### config.mk
export PLATFORM = sky130hd
export DESIGN_NAME = line_burst_adaptor
export DESIGN_NICKNAME = d
export VERILOG_FILES = /design/src/rtl/line_burst_adaptor.sv
export SDC_FILE = /design/constraint.sdc
export NUM_CORES = 1
export LEC_CHECK = 0
export ABC_AREA = 1
export BUFFER_PORTS_ARGS = -buffer_cell sky130_fd_sc_hd__buf_2
export CORE_AREA = 2 2 280 282
export DETAILED_ROUTE_END_ITERATION = 12
export DIE_AREA = 0 0 282 284
export PLACE_DENSITY = 0.6
export SLEW_MARGIN = 20
export SYNTH_ARGS = -nofsm -noshare
export SYNTH_HDL_FRONTEND = slang
export SYNTH_SLANG_ARGS = --single-unit
### constraint.sdc
create_clock -name clk -period 21.2 [get_ports clk]
set_input_delay 2.12 -clock clk [delete_from_list [all_inputs] [get_ports clk]]
set_output_delay 2.12 -clock clk [all_outputs]
set_load 0.02 [all_outputs]
### src/rtl/line_burst_adaptor.sv
// Cache-line to burst-bus adaptor: each 256-bit line read or write from the arbiter
// becomes one burst of BEATS narrow beats on the physical-memory bus, lowest slot first.
`timescale 1ns/1ps
module line_burst_adaptor #(
   parameter int LINE_WIDTH = 256,
   parameter int BEAT_WIDTH = 64,
   parameter int ADDR_WIDTH = 32
) (
   input  logic                  clk,
   input  logic                  rst,
   input  logic                  line_read_i,
   input  logic                  line_write_i,
   input  logic [ADDR_WIDTH-1:0] line_addr_i,
   input  logic [LINE_WIDTH-1:0] line_wdata_i,
   output logic [LINE_WIDTH-1:0] line_rdata_o,
   output logic                  line_resp_o,
   input  logic [BEAT_WIDTH-1:0] pmem_rdata,
   input  logic                  pmem_resp,
   output logic                  pmem_read,
   output logic                  pmem_write,
   output logic [ADDR_WIDTH-1:0] pmem_address,
   output logic [BEAT_WIDTH-1:0] pmem_wdata
);

   localparam int BEATS       = LINE_WIDTH / BEAT_WIDTH;
   localparam int CNT_W       = $clog2(BEATS);
   localparam int OFFSET_BITS = $clog2(LINE_WIDTH / 8);
   localparam logic [CNT_W-1:0] LAST_BEAT = CNT_W'(BEATS - 1);

   typedef enum logic [1:0] {
      IDLE     = 2'd0,
      RD_BURST = 2'd1,
      WR_BURST = 2'd2,
      DONE     = 2'd3
   } state_t;

   state_t                  state_r;
   logic [CNT_W-1:0]        cnt_r;
   logic [LINE_WIDTH-1:0]   wline_r;
   logic [ADDR_WIDTH-1:0]   aligned_addr_s;
   logic                    unused_addr_s;

   // Byte offset within the line is dropped; the burst always starts on a line boundary.
   assign aligned_addr_s = {line_addr_i[ADDR_WIDTH-1:OFFSET_BITS], {OFFSET_BITS{1'b0}}};
   assign unused_addr_s  = ^line_addr_i[OFFSET_BITS-1:0];

   // Current write beat is selected straight from the latched line by the beat counter.
   assign pmem_wdata = wline_r[cnt_r*BEAT_WIDTH +: BEAT_WIDTH];

   // Burst sequencer: request capture, beat counting, read assembly and completion pulse.
   always_ff @(posedge clk or posedge rst) begin
      if (rst) begin
         state_r      <= IDLE;
         cnt_r        <= {CNT_W{1'b0}};
         wline_r      <= {LINE_WIDTH{1'b0}};
         line_rdata_o <= {LINE_WIDTH{1'b0}};
         line_resp_o  <= 1'b0;
         pmem_read    <= 1'b0;
         pmem_write   <= 1'b0;
         pmem_address <= {ADDR_WIDTH{1'b0}};
      end else begin
         case (state_r)
            IDLE: begin
               line_resp_o <= 1'b0;
               if (line_read_i) begin
                  pmem_address <= aligned_addr_s;
                  cnt_r        <= {CNT_W{1'b0}};
                  pmem_read    <= 1'b1;
                  pmem_write   <= 1'b0;
                  state_r      <= RD_BURST;
               end else if (line_write_i) begin
                  pmem_address <= aligned_addr_s;
                  wline_r      <= line_wdata_i;
                  cnt_r        <= {CNT_W{1'b0}};
                  pmem_read    <= 1'b0;
                  pmem_write   <= 1'b1;
                  state_r      <= WR_BURST;
               end else begin
                  pmem_read    <= 1'b0;
                  pmem_write   <= 1'b0;
               end
            end
            RD_BURST: begin
               if (pmem_resp) begin
                  line_rdata_o[cnt_r*BEAT_WIDTH +: BEAT_WIDTH] <= pmem_rdata;
                  cnt_r <= cnt_r + CNT_W'(1);
                  if (cnt_r == LAST_BEAT) begin
                     pmem_read   <= 1'b0;
                     line_resp_o <= 1'b1;
                     state_r     <= DONE;
                  end
               end
            end
            WR_BURST: begin
               if (pmem_resp) begin
                  cnt_r <= cnt_r + CNT_W'(1);
                  if (cnt_r == LAST_BEAT) begin
                     pmem_write  <= 1'b0;
                     line_resp_o <= 1'b1;
                     state_r     <= DONE;
                  end
               end
            end
            DONE: begin
               // Held requests are deliberately not sampled here so they are not re-issued.
               line_resp_o <= 1'b0;
               pmem_read   <= 1'b0;
               pmem_write  <= 1'b0;
               state_r     <= IDLE;
            end
            default: begin
               line_resp_o <= 1'b0;
               pmem_read   <= 1'b0;
               pmem_write  <= 1'b0;
               cnt_r       <= {CNT_W{1'b0}};
               state_r     <= IDLE;
            end
         endcase
      end
   end

endmodule

==> results.txt <==
----------------------------------------------------
[Final layout]
  Layout Area Growth over Synthesis ... 24.9%
  Layout cell share with drive strength beyond 1 ... 21.7%
  Fill count ... 8112
  Net count reported at finish ... 4252
  Finished Core Util ... 41.1%
  Post-layout instance count excluding filler cells ... 4990

[Floorplanning]
  Horizontal die dimension ... 282 µm
  Die outline height ... 284 µm
  Effective utilization at floorplan ... 32.9%
  Top-level I/O count ... 712
  Die ar. ... 0.0801 mm²
  Number of core rows ... 102
  Placeable core region ... 0.0770 mm²

[Timing]
  Worst Hold Margin ... 0.468 ns
  RSZ-0062 raised after global routing ... false
  Peak Freq ... 0.187 GHz
  Total negative setup slack ... 0 ns
  Shortest clock period the worst path allows after layout ... 5.36 ns
  Share of the clock period used by the worst path ... 25.3%
  Final number of setup-violating endpoints ... 0
  Measured slew at the worst slew-check pin ... 1.09 ns
  Clock skew ... 0.0349 ns
  Count of endpoints failing hold in the final timing report ... 0
  Relative slew slack ... 27.2%
  Max-slew violation count ... 0

[CTS]
  Clock root buffer ... sky130_fd_sc_hd__clkbuf_16
  TritonCTS clock tree ... done
  Sinks on the clock net ... 546
  CTS max path bufs ... 3
  Cts bufs inserted ... 66
  # resized after CTS ... 0
  Insertion delay of the later-clocked pin in the worst-skew pair ... 0.61 ns
  Depth of the CTS H-tree ... 3
  Clock slew at the register clock pins of the worst setup and hold paths ... 0.06 ns
  Post-CTS Setup Bufs ... 0
  Hold buffer count at CTS ... 0

[Power and ir drop]
  Maximum vdd ir drop ... 83.9 µV
  Total power per unit cell area ... 136 mW/mm²
  Leakage power of the design ... 19.0 nW

[Yosys]
  Dominant combinational cell family by area after synthesis ... simple AND/OR/NAND/NOR gates
  Unique masters post-synth ... 24
  Share of synthesized area spent on multiplexers ... 0%
  XOR/XNOR share of the synthesized area ... 0%
  Simple-gate area share of the yosys netlist ... 32.4%
  Post-Syn Area ... 0.0253 mm²
  Synthesis warning total ... 0
  Share of synthesized area occupied by flip-flops and latches ... 54.0%
  Compound-Gate Fraction of Synth Area ... 3.75%
  Arithmetic-cell share of the synthesized area counting full adders, half adders and majority gates ... 0.593%
  Post-synthesis instance total ... 3299
  Post-synthesis area per instance ... 7.67 µm²
  Number of register bits inferred by synthesis ... 546

[Routing]
  Total number of vias ... 23000
  Drt drc ... 0
  Post-DR vias/cell ... 4.61
  Post-detailed-routing wire length ... 86.3 mm
  Routed wire per std cell ... 17.3 µm
  Number of DRC markers after the initial detailed-route iteration ... 1498
  First-pass iteration count of the detailed router ... 5
  Remaining number of nets flagged by the antenna check after routing ... 0

[Placement]
  Half-perimeter wire length after detailed placement ... 55.7 mm
  Final weighted congestion of routability-driven global placement ... 0.849
  Number of buffer cells added on primary ports ... 701
  Placed cells ... 4854

[Worst setup path]
  Worst Path Required ... 19.08 ns
  Element type at the critical path start ... register
  Data arrival, critical path ... 3.24 ns
  Type of the worst setup path ... register to output pin
  Maximum fanout along the worst path ... 74
  Critical Path Sink Type ... output pin

[GRT]
  Number of global-route vias before repair ... 22300
  Number of antenna violations at the first check in global routing ... 44
  GRT Util Overall ... 21.0%
  GRT overflow ... 0
  Pin count of the biggest net entering global routing ... 230
  Wire length of the first global-routing pass ... 131 mm

[Run]
  Max-Cap Viols ... 0

[Min path]
  Type of the tightest min-delay check ... register to register

[Outcome]
  Run status ... completed

----------------------------------------------------
## Yosys cell counts
master	count	area, µm²
sky130_fd_sc_hd__conb_1	1	3.75
sky130_fd_sc_hd__nand3_1	313	1570
sky130_fd_sc_hd__clkinv_1	1	3.75
sky130_fd_sc_hd__nand2_1	1612	6050
sky130_fd_sc_hd__o21ai_0	91	455
sky130_fd_sc_hd__inv_2	3	11.3
sky130_fd_sc_hd__buf_1	4	15.0
sky130_fd_sc_hd__nor2_1	132	495
sky130_fd_sc_hd__ha_1	12	150
sky130_fd_sc_hd__buf_4	30	225
sky130_fd_sc_hd__dfrtp_1	546	13700
sky130_fd_sc_hd__nand2_2	1	6.26
sky130_fd_sc_hd__buf_6	17	191
sky130_fd_sc_hd__nand4_1	1	6.26
sky130_fd_sc_hd__inv_1	297	1110
sky130_fd_sc_hd__nor2_2	1	6.26
sky130_fd_sc_hd__o211ai_1	64	480
sky130_fd_sc_hd__buf_2	121	606
sky130_fd_sc_hd__a21oi_1	1	5.00
sky130_fd_sc_hd__nand3_2	3	30.0
sky130_fd_sc_hd__clkbuf_1	41	154
sky130_fd_sc_hd__nor2_4	4	45.0
sky130_fd_sc_hd__o21ai_2	1	8.76
sky130_fd_sc_hd__clkbuf_2	2	10.0
## per-layer routing
metal | vias to the layer above | routed length (µm) | track usage (%)
li1 | 11300 | - | -
met3 | 177 | 7250 | 6.69
met1 | 10800 | 35400 | 25.6
met4 | 50 | 2460 | 6.64
met2 | 682 | 40900 | 35.0
met5 | - | 307 | 0
## critical path, cell delays in order (launching register included)
cell	delay (ns)
sky130_fd_sc_hd__dfrtp_4	0.63
sky130_fd_sc_hd__inv_6	0.52
sky130_fd_sc_hd__buf_4	0.78
sky130_fd_sc_hd__o211ai_1	0.33
sky130_fd_sc_hd__nand2_1	0.16
sky130_fd_sc_hd__buf_2	0.17
## worst paths after layout
kind                       slack, ns                            to  cells past startpoint               startpoint
max reg2reg                    16.71  line_rdata_o[95]$_DFFE_PP0P_                      7     cnt_r[1]$_DFFE_PP0P_
max in group asynchronous      16.31  line_rdata_o[32]$_DFFE_PP0P_                      5                      rst
min reg2reg                     0.47       wline_r[86]$_DFFE_PP0P_                      2  wline_r[86]$_DFFE_PP0P_
min                             0.47       wline_r[86]$_DFFE_PP0P_                      2  wline_r[86]$_DFFE_PP0P_
max                            15.84                pmem_wdata[32]                      5     cnt_r[0]$_DFFE_PP0P_
min in group asynchronous       1.70       wline_r[57]$_DFFE_PP0P_                      2                      rst
## through the flow
step           area [µm²]  power, mW  setup slack, ns
2_1_floorplan       25300       2.58             3.82
3_3_place_gp        29200       3.08            15.41
3_5_place_dp        29200       3.11            15.41
4_1_cts             31500       4.34            15.72
5_1_grt             31600       4.58            15.64
6_report            31600       4.29            15.84
## layout make-up
type / instances / area [µm²] / share of cell area, %
clock buffer: 94 / 1940 / 6.13
clock inverter: 21 / 368 / 1.16
antenna: 20 / 50.0 / 0.158
inverter: 301 / 1140 / 3.61
multi-input combinational: 2241 / 9400 / 29.7
tap: 1040 / 1300 / 4.12
sequential: 546 / 13700 / 43.2
timing repair buffer: 727 / 3750 / 11.9
## power by group
group / switching [mW] / leakage, nW / internal [mW]
Clock: 0.480 / 1.13 / 0.729
Combinational: 1.09 / 10.7 / 0.452
Sequential: 0.176 / 7.15 / 1.35
## state kept, by name, indices dropped and copies added (netlist names)
register / flops
cnt_r: 2
line_rdata_o: 256
line_resp_o: 1
pmem_address: 27
pmem_read: 1
pmem_write: 1
state_r: 2
wline_r: 256
## layout by cell type (no fill, tap or decap), types with 11 or more instances in the layout
cell,Yosys,final
sky130_fd_sc_hd__nand2_1,1612,1612
sky130_fd_sc_hd__dfrtp_1,546,544
sky130_fd_sc_hd__o211ai_1,64,64
sky130_fd_sc_hd__inv_1,297,295
sky130_fd_sc_hd__buf_4,30,23
sky130_fd_sc_hd__ha_1,12,11
sky130_fd_sc_hd__diode_2,0,20
sky130_fd_sc_hd__nand3_1,313,312
sky130_fd_sc_hd__buf_2,121,701
sky130_fd_sc_hd__nor2_1,132,131
sky130_fd_sc_hd__o21ai_0,91,91
sky130_fd_sc_hd__clkbuf_8,0,18
sky130_fd_sc_hd__clkbuf_16,0,66
## cells by family (layout without fill, tap and decap cells)
kind of cell / count (synthesis) / after routing
AOI/OAI and AO/OA: 157 / 157
buffers and inverters: 516 / 1143
DFF: 546 / 546
other: 1 / 25
adders and majority gates: 12 / 12
and+or+nand+nor: 2067 / 2067
No activity file was read; power rests on OpenSTA's default activity.
